### src/rtl/pipe_hazard_ctrl.sv
// pipe_hazard_ctrl
//   Hazard/stall controller for a five-stage pipeline. It is the only source
//   of the write enables and flushes of the IF/ID, ID/EX, EX/MEM and MEM/WB
//   registers and of the PC write enable. It handles load-use bubbles, dcache
//   waits, taken-branch and jump redirects, icache misses and halt drain.
//
//   Optional build macro: HAZARD_PERF_EN adds the stall_cycles / flush_count
//   performance counters (and the CNT_W parameter).
//
//   Ports
//     CLK, nRST                  clock (rising edge), async active-low reset
//     ihit, dhit                 icache / dcache completion strobes
//     exmem_dREN, exmem_dWEN     load / store in MEM stage
//     idex_MemRead, idex_rt      load and its destination in EX stage
//     ifid_rs, ifid_rt           ID-stage source registers
//     branch_taken               branch resolved taken
//     jump_id                    J/JAL/JR decoded in ID
//     halt_wb                    halt reached MEM/WB
//     pc_WEN, *_WEN, *_flush     pipeline register controls (Mealy)
//     halted                     sticky halt flag (registered)
//     stall_cycles, flush_count  perf counters (HAZARD_PERF_EN only)
//
//   state   | meaning
//   RUN     | normal issue, full rule priority evaluated
//   LDUSE   | inserting additional load-use bubbles
//   MEMWAIT | whole pipe frozen until dcache completes
//   HALTED  | pipe frozen forever, left only by reset

module pipe_hazard_ctrl #(
    parameter int REG_W      = 5,
    parameter int LU_BUBBLES = 1
`ifdef HAZARD_PERF_EN
   ,parameter int CNT_W      = 32
`endif
) (
    input  logic             CLK,
    input  logic             nRST,
    input  logic             ihit,
    input  logic             dhit,
    input  logic             exmem_dREN,
    input  logic             exmem_dWEN,
    input  logic             idex_MemRead,
    input  logic [REG_W-1:0] idex_rt,
    input  logic [REG_W-1:0] ifid_rs,
    input  logic [REG_W-1:0] ifid_rt,
    input  logic             branch_taken,
    input  logic             jump_id,
    input  logic             halt_wb,
    output logic             pc_WEN,
    output logic             ifid_WEN,
    output logic             ifid_flush,
    output logic             idex_WEN,
    output logic             idex_flush,
    output logic             exmem_WEN,
    output logic             exmem_flush,
    output logic             memwb_WEN,
    output logic             memwb_flush,
    output logic             halted
`ifdef HAZARD_PERF_EN
   ,output logic [CNT_W-1:0] stall_cycles,
    output logic [CNT_W-1:0] flush_count
`endif
);

    typedef enum logic [1:0] {
        S_RUN     = 2'd0,
        S_LDUSE   = 2'd1,
        S_MEMWAIT = 2'd2,
        S_HALTED  = 2'd3
    } state_t;

    // Action chosen this cycle; drives both the outputs and the next state.
    typedef enum logic [2:0] {
        A_NONE   = 3'd0,
        A_HALT   = 3'd1,
        A_MWAIT  = 3'd2,
        A_STALL  = 3'd3,
        A_BRANCH = 3'd4,
        A_LU     = 3'd5,
        A_JUMP   = 3'd6,
        A_MISS   = 3'd7
    } act_t;

    localparam logic [1:0] LU_CNT_INIT = 2'(LU_BUBBLES - 1);

    state_t     state;
    logic [1:0] cnt;
    act_t       act;
    logic       mem_req;
    logic       lu;

    assign mem_req = exmem_dREN | exmem_dWEN;
    assign lu      = idex_MemRead && (idex_rt != '0) &&
                     ((idex_rt == ifid_rs) || (idex_rt == ifid_rt));

    // Rules shared by RUN (after halt/memwait checks) and by MEMWAIT on dhit.
    function automatic act_t issue_rules(input logic br, input logic luh,
                                         input logic jmp, input logic ih);
        if (br)       return A_BRANCH;
        else if (luh) return A_LU;
        else if (jmp) return A_JUMP;
        else if (!ih) return A_MISS;
        else          return A_NONE;
    endfunction

    always_comb begin
        act = A_NONE;
        unique case (state)
            S_RUN: begin
                if (halt_wb)              act = A_HALT;
                else if (mem_req && !dhit) act = A_MWAIT;
                else                      act = issue_rules(branch_taken, lu, jump_id, ihit);
            end
            S_LDUSE:   act = branch_taken ? A_BRANCH : A_LU;
            S_MEMWAIT: act = dhit ? issue_rules(branch_taken, lu, jump_id, ihit) : A_STALL;
            S_HALTED:  act = A_STALL;
            default:   act = A_STALL;
        endcase
    end

    // Mealy outputs. A flushed register always keeps its WEN high so the
    // bubble is actually written.
    always_comb begin
        pc_WEN      = ihit;
        ifid_WEN    = 1'b1;
        idex_WEN    = 1'b1;
        exmem_WEN   = 1'b1;
        memwb_WEN   = 1'b1;
        ifid_flush  = 1'b0;
        idex_flush  = 1'b0;
        exmem_flush = 1'b0;
        memwb_flush = 1'b0;
        unique case (act)
            A_HALT, A_MWAIT, A_STALL: begin
                pc_WEN    = 1'b0;
                ifid_WEN  = 1'b0;
                idex_WEN  = 1'b0;
                exmem_WEN = 1'b0;
                memwb_WEN = 1'b0;
            end
            A_BRANCH: begin
                pc_WEN      = 1'b1;
                ifid_flush  = 1'b1;
                idex_flush  = 1'b1;
                exmem_flush = 1'b1;
            end
            A_LU: begin
                pc_WEN     = 1'b0;
                ifid_WEN   = 1'b0;
                idex_flush = 1'b1;
            end
            A_JUMP: begin
                pc_WEN     = 1'b1;
                ifid_flush = 1'b1;
            end
            A_MISS: begin
                pc_WEN     = 1'b0;
                ifid_flush = 1'b1;
            end
            default: ;
        endcase
        // Outputs are forced low for the whole time reset is asserted, not
        // just from the next edge.
        if (!nRST) begin
            pc_WEN      = 1'b0;
            ifid_WEN    = 1'b0;
            idex_WEN    = 1'b0;
            exmem_WEN   = 1'b0;
            memwb_WEN   = 1'b0;
            ifid_flush  = 1'b0;
            idex_flush  = 1'b0;
            exmem_flush = 1'b0;
            memwb_flush = 1'b0;
        end
    end

    always_ff @(posedge CLK or negedge nRST) begin
        if (!nRST) begin
            state  <= S_RUN;
            cnt    <= 2'd0;
            halted <= 1'b0;
        end else begin
            unique case (act)
                A_HALT: begin
                    state  <= S_HALTED;
                    halted <= 1'b1;
                end
                A_MWAIT: state <= S_MEMWAIT;
                A_STALL: ;
                A_LU: begin
                    if (state == S_LDUSE) begin
                        cnt <= cnt - 2'd1;
                        if (cnt <= 2'd1) state <= S_RUN;
                    end else begin
                        cnt   <= LU_CNT_INIT;
                        state <= (LU_CNT_INIT != 2'd0) ? S_LDUSE : S_RUN;
                    end
                end
                default: begin
                    state <= S_RUN;
                    cnt   <= 2'd0;
                end
            endcase
        end
    end

`ifdef HAZARD_PERF_EN
    always_ff @(posedge CLK or negedge nRST) begin
        if (!nRST) begin
            stall_cycles <= '0;
            flush_count  <= '0;
        end else begin
            if (!pc_WEN && state != S_HALTED) stall_cycles <= stall_cycles + 1'b1;
            if (ifid_flush)                   flush_count  <= flush_count + 1'b1;
        end
    end
`endif

endmodule

### config.mk
export PLATFORM = sky130hd
export DESIGN_NAME = pipe_hazard_ctrl
export DESIGN_NICKNAME = d
export VERILOG_FILES = /design/src/rtl/pipe_hazard_ctrl.sv
export SDC_FILE = /design/constraint.sdc
export NUM_CORES = 1
export LEC_CHECK = 0
export ABC_AREA = 1
export BUFFER_PORTS_ARGS = -buffer_cell sky130_fd_sc_hd__buf_2
export CAP_MARGIN = 20
export CORE_MARGIN = 5
export CORE_UTILIZATION = 44
export CTS_CLUSTER_DIAMETER = 100
export DETAILED_ROUTE_END_ITERATION = 8
export GPL_TIMING_DRIVEN = 0
export PLACE_DENSITY = 0.8
export REMOVE_ABC_BUFFERS = 1
export SYNTH_ARGS = -nofsm -noshare
export SYNTH_HDL_FRONTEND = slang
export SYNTH_SLANG_ARGS = --single-unit
### constraint.sdc
create_clock -name CLK -period 1.97 [get_ports CLK]
set_clock_uncertainty 0.2 [all_clocks]
set_input_delay 0.0985 -clock CLK [delete_from_list [all_inputs] [get_ports CLK]]
set_output_delay 0.0985 -clock CLK [all_outputs]
set_load 0.005 [all_outputs]
==> flow_summary_export.csv, run 1 <==
group,metric,value,unit
route,wl_per_cell,9.828,um
placement,io_buffers,33,
worst_setup_path,critPathKind,"primary input to output pin",
worst_setup_path,cpLargestDelayFamily,"buffers and inverters",
floorplan,dieArea,2459,um^2
clock_network,cts_made_buffers,3,
timing,setup_ws,0.06743,ns
worst_setup_path,slowest_stage,"dlygate4sd3_1",
final_layout,final_common_cell,"nand2_1",
global_route,grt_use_total,13.26,%
placement,dp_hpwl,1.351,mm
pwr,power_density,980.6,nW/um^2
synthesis,avgSynthCellArea,5.842,um^2
floorplan,rows,14,
final_layout,fillerInstances,142,
floorplan,fp.dieH,49.59,um
global_route,antenna_found_initial,0,
route,vias_per_cell,4.586,
route,dr.pass1.iters,4,
clock_network,clk_pin_slew,0.04,ns
final_layout,num_antenna_cells,0,
timing,rsz0062_at_grt,"true",
clock_network,htreeDepth,1,
clock_network,cts.sinks,5,
global_route,grt_first_pass_wirelength,2.773,mm
clock_network,cts-root-buf,"clkbuf_4",
placement,placed_cells,164,
route,drtIter0Drc,6,
worst_setup_path,crit_fanout,6,
global_route,grt.overflow.total,0,
timing,period_needed,1.903,ns
route,detail-route-antenna-nets,0,
clock_network,clockBufferDepth,2,
final_layout,synthToLayoutAreaGrowth,41.02,%
global_route,grt_start_max_net_pins,8,
synthesis,seq_area_frac_synth,18.15,%
worst_setup_path,crit_required,1.67,ns
worst_setup_path,end_kind,"output pin",
placement,place.gp.congestion,0.8070,
timing,final-setup-viol-count,0,
route,drc,0,
final_layout,layout_common_cells,"nand2_1, buf_2, inv_1",
timing,fmaxAchievable,525.6,MHz
final_layout,nets,185,
floorplan,start_util,46.30,%
placement,pre_cts_ws,0.1032,ns
route,wl,1.710,mm
worst_setup_path,crit_buf_inv,4,
worst_setup_path,path_cells,"dlygate4sd3_1 > buf_2 > inv_2 > nand3b_1 > nand2_1 > nand3_2 > nand2_4 > nand2_2 > nand2_2 > nor2_2 > buf_2",
final_layout,final_cells,174,
synthesis,synth_area,689.4,um^2
timing,slew_violations,0,
synthesis,synthCells,118,
synthesis,ys_types,25,
job,cap_violations,0,
pwr,p_leak,0.5780,nW
floorplan,die_w,49.59,um
run_status,status,"completed",
worst_setup_path,reg2reg_slack,0.30,ns
worst_setup_path,r2r-end,"cnt[0]",
floorplan,pin_count,35,
global_route,grt_pass1_vias,724,
route,num_vias,798,
clock_network,tritoncts,"done",
synthesis,ys_warn_count,0,
timing,hold_viol,0,
worst_setup_path,arrival,1.60,ns
clock_network,clk_latency,0.23,ns
floorplan,coreArea,1489,um^2
timing,fin_crit_sh,96.58,%
worst_hold_path,min_path_type,"primary input to async pin",
worst_setup_path,slowest_delay,0.52,ns
worst_setup_path,start_kind,"primary input",
worst_setup_path,worst_r2r_path_depth,8,
final_layout,drive_gt1_share,46.20,%
pwr,ir_drop,774.7,uV
worst_setup_path,reg2reg_from,"state[1]",
synthesis,ys_seq_elements,5,
-- repair_timing --
item / in CTS / in global routing
hold endpoints to repair: 6 / 0
pin swaps: 0 / 6
gates resized for setup: 8 / 9
hold buffers: 2 / 0
endpoints found under the setup margin: 7 / 6
setup buffers: 1 / 3
-- cell usage after synthesis (all sizes together) --
master / instances / share of area (%)
dfrtp: 5 / 18
nand3: 7 / 7.3
nand3b: 1 / 1.1
nor2: 16 / 8.7
a32o: 1 / 1.5
nand4: 1 / 0.91
buf: 3 / 3.3
or2: 2 / 2.2
nor3: 1 / 0.73
a211oi: 1 / 1.1
inv: 22 / 12
conb: 1 / 0.54
a21oi: 1 / 2.4
ha: 1 / 1.8
xnor2: 2 / 2.5
nand2: 48 / 30
a31oi: 1 / 3.1
o21ai: 3 / 2.2
clkinv: 1 / 0.54
-- per-layer routing --
metal / vias up / track usage (%) / wire, um
met5: - / 0 / 0
met4: 0 / 3.057 / 18
met3: 2 / 2.410 / 66
met2: 11 / 24.58 / 910
met1: 352 / 15.38 / 715
li1: 433 / - / -
-- registers in the layout, indices dropped and copies added, names as in the netlist --
name / flops
cnt: 2
halted: 1
state: 2
-- final cells by class --
cell class | instances | area, um^2 | share of cell area (%)
Sequential cell | 5 | 127.6 | 13.13
Inverter | 23 | 86.33 | 8.880
Clock buffer | 4 | 26.28 | 2.703
Multi-Input combinational cell | 87 | 496.7 | 51.09
Tap cell | 16 | 20.02 | 2.059
Timing Repair Buffer | 39 | 215.2 | 22.14
-- cell families (layout without fill, tap and decap cells) --
logic type / after synthesis / count (layout) / synth area share, %
and+or+nand+nor: 76 / 76 / 51.00
buffers and inverters: 26 / 66 / 15.79
AOI/OAI and AO/OA: 7 / 7 / 10.16
DFF: 5 / 5 / 18.15
xor gates and xnor gates: 2 / 2 / 2.541
adders and majority gates: 1 / 1 / 1.815
other: 1 / 1 / 0.5439
-- how the worst max path moves through the flow --
stage	start	endpoint	cells past startpoint
CTS	state[1]	exmem_flush	6
global placement	state[1]	exmem_flush	6
floorplan	state[1]	exmem_flush	5
finish	branch_taken	idex_WEN	11
detailed placement	state[1]	exmem_flush	6
global route	state[0]	idex_WEN	10
-- metrics by stage --
| stage | TNS [ns] | hold WS, ns | power, mW | area (um^2) | util, % |
|---|---|---|---|---|---|
| 2_1_floorplan | 0 | -0.3971 | 0.5411 | 666.9 | - |
| 3_3_place_gp | 0 | -0.2726 | 0.6699 | 852.1 | 57.23 |
| 3_5_place_dp | 0 | -0.2723 | 0.6903 | 852.1 | 57.23 |
| 4_1_cts | 0 | 0.01597 | 0.8630 | 927.1 | 62.27 |
| 5_1_grt | -0.1329 | 0.02267 | 1.046 | 972.2 | 65.29 |
| 6_report | 0 | 0.02041 | 0.9533 | 972.2 | 65.29 |
-- power breakdown --
part,switching [mW],internal (mW),total [mW]
clock network,0.0361,0.0762,0.112
logic,0.347,0.292,0.638
registers,0.0587,0.144,0.203
Note: power is estimated with default switching activity, not from simulation.
==> run 2: changes to the inputs <==
Settings changed: ABC_AREA 1 to not set, CORE_MARGIN 5 to 3, CORE_UTILIZATION 44 to 41, PLACE_DENSITY 0.8 to 0.79.
==> flow_summary_export.csv, run 2 <==
group,metric,value,unit
final_layout,utilization,70.57,%
pwr,ir_drop,533.1,uV
worst_setup_path,end_kind,"output pin",
global_route,antenna_found_initial,0,
floorplan,pin_count,35,
placement,place.gp.congestion,0.8653,
synthesis,synth_most_common_cell,"xnor2_1",
floorplan,dieArea,1833,um^2
worst_setup_path,crit_required,1.67,ns
worst_setup_path,crit_fanout,4,
floorplan,die_w,42.81,um
synthesis,ys_top_cells_by_area,"dfrtp_1, xnor2_1, nor2_1",
route,drc,0,
route,dr.pass1.iters,4,
clock_network,cts_made_buffers,3,
route,wl,1.521,mm
global_route,grt.overflow.total,0,
final_layout,layout_common_cells,"buf_2, xnor2_1, nor2_1",
synthesis,avgSynthCellArea,7.824,um^2
worst_hold_path,min_path_type,"primary input to async pin",
worst_setup_path,r2r-end,"state[0]",
final_layout,final_area,837.1,um^2
final_layout,synthToLayoutAreaGrowth,50.68,%
timing,final-setup-viol-count,0,
synthesis,synth_area,555.5,um^2
synthesis,ys_async_sr_fraction,100.0,%
worst_setup_path,worst_r2r_path_depth,4,
timing,period_needed,1.961,ns
final_layout,final_common_cell,"buf_2",
route,num_vias,654,
final_layout,fillerInstances,101,
synthesis,synth_common_cells,"xnor2_1, nor2_1, dfrtp_1",
final_layout,reg_top3,"cnt x2, state x2, halted x1",
pwr,power_density,659.2,nW/um^2
timing,final.hold.worst_slack,0.02174,ns
pwr,p_leak,0.3877,nW
clock_network,cts-root-buf,"clkbuf_4",
placement,pre_cts_ws,-0.01996,ns
clock_network,clk_latency,0.23,ns
placement,placed_cells,114,
timing,setup_ws,0.008947,ns
worst_setup_path,reg2reg_slack,0.20,ns
worst_setup_path,reg2reg_from,"state[1]",
timing,fmaxAchievable,509.9,MHz
worst_setup_path,start_kind,"primary input",
clock_network,clockBufferDepth,2,
route,vias_per_cell,5.317,
clock_network,cts.sinks,5,
clock_network,htreeDepth,1,
synthesis,synth_top_area_cell,"dfrtp_1",
synthesis,synth_edf_count,0,
synthesis,synth.top_cell.area_share,22.52,%
route,wl_per_cell,12.37,um
placement,dp_hpwl,1.173,mm
floorplan,start_util,46.84,%
timing,rsz0062_at_grt,"true",
placement,io_buffers,33,
synthesis,seq_area_frac_synth,22.52,%
job,cap_violations,0,
timing,slew_violations,0,
global_route,grt_pass1_vias,604,
global_route,grt_first_pass_wirelength,2.339,mm
final_layout,num_antenna_cells,0,
worst_setup_path,critPathKind,"primary input to output pin",
floorplan,coreArea,1186,um^2
pwr,power.total,0.5518,mW
route,drtIter0Drc,10,
clock_network,tritoncts,"done",
synthesis,ys_seq_elements,5,
timing,fin_crit_sh,99.55,%
floorplan,fp.dieH,42.81,um
synthesis,synthCells,71,
run_status,status,"completed",
synthesis,ys_types,31,
global_route,grt_use_total,16.13,%
clock_network,clk_pin_slew,0.04,ns
final_layout,nets,136,
global_route,grt_start_max_net_pins,10,
placement,placed_cell_area,711.9,um^2
synthesis,ys_warn_count,0,
final_layout,drive_gt1_share,49.54,%
floorplan,rows,12,
route,detail-route-antenna-nets,0,
worst_setup_path,arrival,1.66,ns
synthesis,synth_ff_type,"dfrtp_1",
final_layout,final_cells,123,
timing,setup_tns,0,ns
timing,hold_viol,0,
==> run 2: changes by cell type after synthesis, moves of 8 or more <==
| cell | delta |
|---|---|
| nand2_2 | -8 |
| nor2_1 | -9 |
| nand2_1 | -35 |
| xnor2_1 | +8 |
| inv_1 | -14 |
==> run 2: cell families after synthesis <==
kind of cell / count (synthesis) / share of synthesized area, %
simple gates: 24 / 21.62
compound gates: 21 / 27.70
xor+xnor: 10 / 15.77
buf+inv: 8 / 7.431
flops: 5 / 22.52
fa+ha+maj: 1 / 2.252
other cells: 1 / 0.6750
mux: 1 / 2.027
==> run 2: worst max path at each step <==
stage                     from          to  slack, ns  depth (start not counted)
CTS                   state[1]  ifid_flush      0.005                          5
detailed placement  idex_rt[3]  ifid_flush      -0.02                          6
global placement    idex_rt[3]  ifid_flush     -0.009                          6
global route        idex_rt[1]  ifid_flush      -0.03                          6
finish              idex_rt[1]  ifid_flush      0.009                          6
floorplan           idex_rt[3]  ifid_flush       0.30                          4
==> run 2: routing by layer <==
metal	global-route usage (%)	wire (um)	vias up
met5	0	0	-
li1	-	-	333
met3	5.508	105	0
met1	16.84	602	297
met2	29.04	813	24
met4	6.211	0	0
==> run 2: area by class of cell <==
| type | count | area, um^2 | area share (%) |
|---|---|---|---|
| repair buffers | 38 | 221.5 | 26.46 |
| well taps | 14 | 17.52 | 2.093 |
| multi-input cells | 58 | 429.2 | 51.27 |
| inverters | 4 | 15.01 | 1.794 |
| flip-flops and latches | 5 | 127.6 | 15.25 |
| clock buffers | 4 | 26.28 | 3.139 |
==> run 2: what timing repair did <==
action / CTS / global route
hold buffers: 1 / 0
pin swaps: 4 / 4
gates resized for setup: 2 / 15
endpoints found under the hold margin: 5 / 0
setup endpoints to repair: 1 / 8
setup buffers: 1 / 3
==> run 2: critical path, stage by stage <==
cell	delay (ns)
buf_8	0.09
or4_4	0.53
o21a_4	0.22
a211o_1	0.33
a311oi_2	0.24
buf_2	0.15
==> run 2: report_power, final <==
part / internal, mW / switching, mW
Sequential: 0.124 / 0.0285
Clock: 0.0761 / 0.0345
Combinational: 0.150 / 0.139
Total: 0.349 / 0.202
==> run 3: changes to the inputs <==
Settings changed: CORE_MARGIN 3 to 2.
==> flow_summary_export.csv, run 3 (synthesized netlist as in run 2, its figures left out) <==
group,metric,value,unit
run_status,status,"completed",
pwr,swShare,37.64,%
worst_setup_path,crit_buf_inv,3,
clock_network,clk_latency,0.23,ns
floorplan,die_w,40.81,um
route,num_vias,628,
worst_hold_path,min_path_type,"primary input to async pin",
route,wl,1.427,mm
worst_setup_path,reg2reg_from,"state[1]",
worst_setup_path,slowest_stage,"dfrtp_2",
clock_network,tritoncts,"done",
floorplan,rows,13,
global_route,grt_start_max_net_pins,10,
final_layout,fillerInstances,112,
clock_network,cts_made_buffers,3,
placement,place.gp.congestion,0.8011,
worst_setup_path,reg2reg_slack,0.19,ns
pwr,ir_drop,439.5,uV
route,drtIter0Drc,8,
pwr,pwr-share-comb,52.3,%
worst_setup_path,start_kind,"flip-flop",
floorplan,coreArea,1285,um^2
pwr,power_density,680.9,nW/um^2
worst_setup_path,path_cells,"or2_2 > nor2_2 > nand3b_1 > buf_4 > inv_1 > buf_2",
clock_network,cts-root-buf,"clkbuf_4",
route,vias_per_cell,5.190,
route,wl_per_cell,11.79,um
timing,final-setup-viol-count,0,
global_route,antenna_found_initial,0,
worst_setup_path,arrival,1.63,ns
route,drc,0,
timing,slew_violations,0,
clock_network,clockBufferDepth,2,
timing,fmaxAchievable,518.5,MHz
global_route,grt_first_pass_wirelength,1.973,mm
worst_setup_path,crit_fanout,6,
placement,dp_hpwl,1.119,mm
worst_setup_path,cpLargestDelayFamily,"simple AND/OR/NAND/NOR gates",
timing,period_needed,1.928,ns
final_layout,nets,133,
final_layout,reg_top3,"cnt x2, state x2, halted x1",
floorplan,dieArea,1665,um^2
global_route,grt_use_total,17.55,%
clock_network,cts.sinks,5,
worst_setup_path,r2r-end,"state[0]",
timing,rsz0062_at_grt,"true",
worst_setup_path,slowest_delay,0.45,ns
clock_network,htreeDepth,1,
job,cap_violations,0,
timing,hold_viol,0,
global_route,grt_pass1_vias,574,
worst_setup_path,worst_r2r_path_depth,4,
worst_setup_path,critPathKind,"flip-flop to output pin",
pwr,pwr-share-clk,20.2,%
pwr,pwr-share-seq,27.4,%
route,detail-route-antenna-nets,0,
timing,fin_crit_sh,97.89,%
pwr,p_switching,0.2087,mW
clock_network,clk_pin_slew,0.04,ns
pwr,p_leak,0.3731,nW
floorplan,pin_count,35,
floorplan,start_util,43.23,%
placement,io_buffers,33,
final_layout,final_common_cell,"buf_2",
final_layout,num_antenna_cells,0,
worst_setup_path,crit_required,1.67,ns
worst_setup_path,end_kind,"output pin",
placement,placed_cells,115,
final_layout,drive_gt1_share,50.94,%
route,dr.pass1.iters,4,
global_route,grt.overflow.total,0,
final_layout,layout_common_cells,"buf_2, xnor2_1, nor2_1",
pwr,p_int,0.3459,mW
floorplan,fp.dieH,40.81,um
final_layout,synthToLayoutAreaGrowth,46.62,%
pwr,power.total,0.5546,mW
final_layout,final_cells,121,
## run 3: power groups by stage
stage,clock network [mW],registers (mW),logic [mW]
floorplan,0,0.139,0.157
CTS,0.119,0.143,0.254
global placement,0,0.144,0.238
finish,0.112,0.152,0.290
detailed placement,0,0.144,0.246
global route,0.124,0.154,0.324
## run 3: how the worst max path moves through the flow
stage               startpoint          end  cells past startpoint
floorplan           idex_rt[3]   ifid_flush                      4
global placement    idex_rt[3]   ifid_flush                      6
detailed placement  idex_rt[3]   ifid_flush                      6
CTS                 idex_rt[3]   ifid_flush                      6
global route          state[1]  exmem_flush                      6
finish                state[0]    memwb_WEN                      6
## run 3: area by class of cell
class                   count  area (um^2)  share of cell area (%)
clock buffers               4        26.28                   3.226
inverters                   4        15.01                   1.843
multi-input cells          58        444.2                   54.53
well taps                  15        18.77                   2.304
repair buffers             35        182.7                   22.43
flip-flops and latches      5        127.6                   15.67
## run 3: per-layer routing
| layer | track usage (%) | up-vias | part of all wire (%) | wire length (um) |
|---|---|---|---|---|
| met5 | 0 | - | 0 | 0 |
| met1 | 18.06 | 286 | 41 | 582 |
| li1 | - | 322 | - | - |
| met3 | 0 | 0 | 5.5 | 79 |
| met2 | 32.81 | 20 | 54 | 765 |
| met4 | 14.17 | 0 | 0 | 0 |
## run 3: what timing repair did
item / in CTS / in global routing
gates resized for setup: 1 / 13
endpoints found under the setup margin: 2 / 8
cloned: 0 / 0
pin swaps: 1 / 3
endpoints found under the hold margin: 5 / 0
hold buffers: 1 / 0
buffers inserted: 1 / 0
## run 3: metrics by stage
step | setup WS, ns | utilization (%) | area [um^2] | hold slack (ns) | setup TNS, ns
3_3_place_gp | -0.01036 | 55.50 | 713.2 | -0.2746 | -0.01036
3_5_place_dp | -0.0002413 | 55.50 | 713.2 | -0.2736 | -0.0002413
4_1_cts | 0.0005030 | 58.91 | 757.0 | 0.001216 | 0
5_1_grt | -0.02094 | 63.39 | 814.5 | 0.03392 | -0.05879
2_1_floorplan | 0.2961 | - | 529.3 | -0.3971 | 0
6_report | 0.04153 | 63.39 | 814.5 | 0.01314 | 0
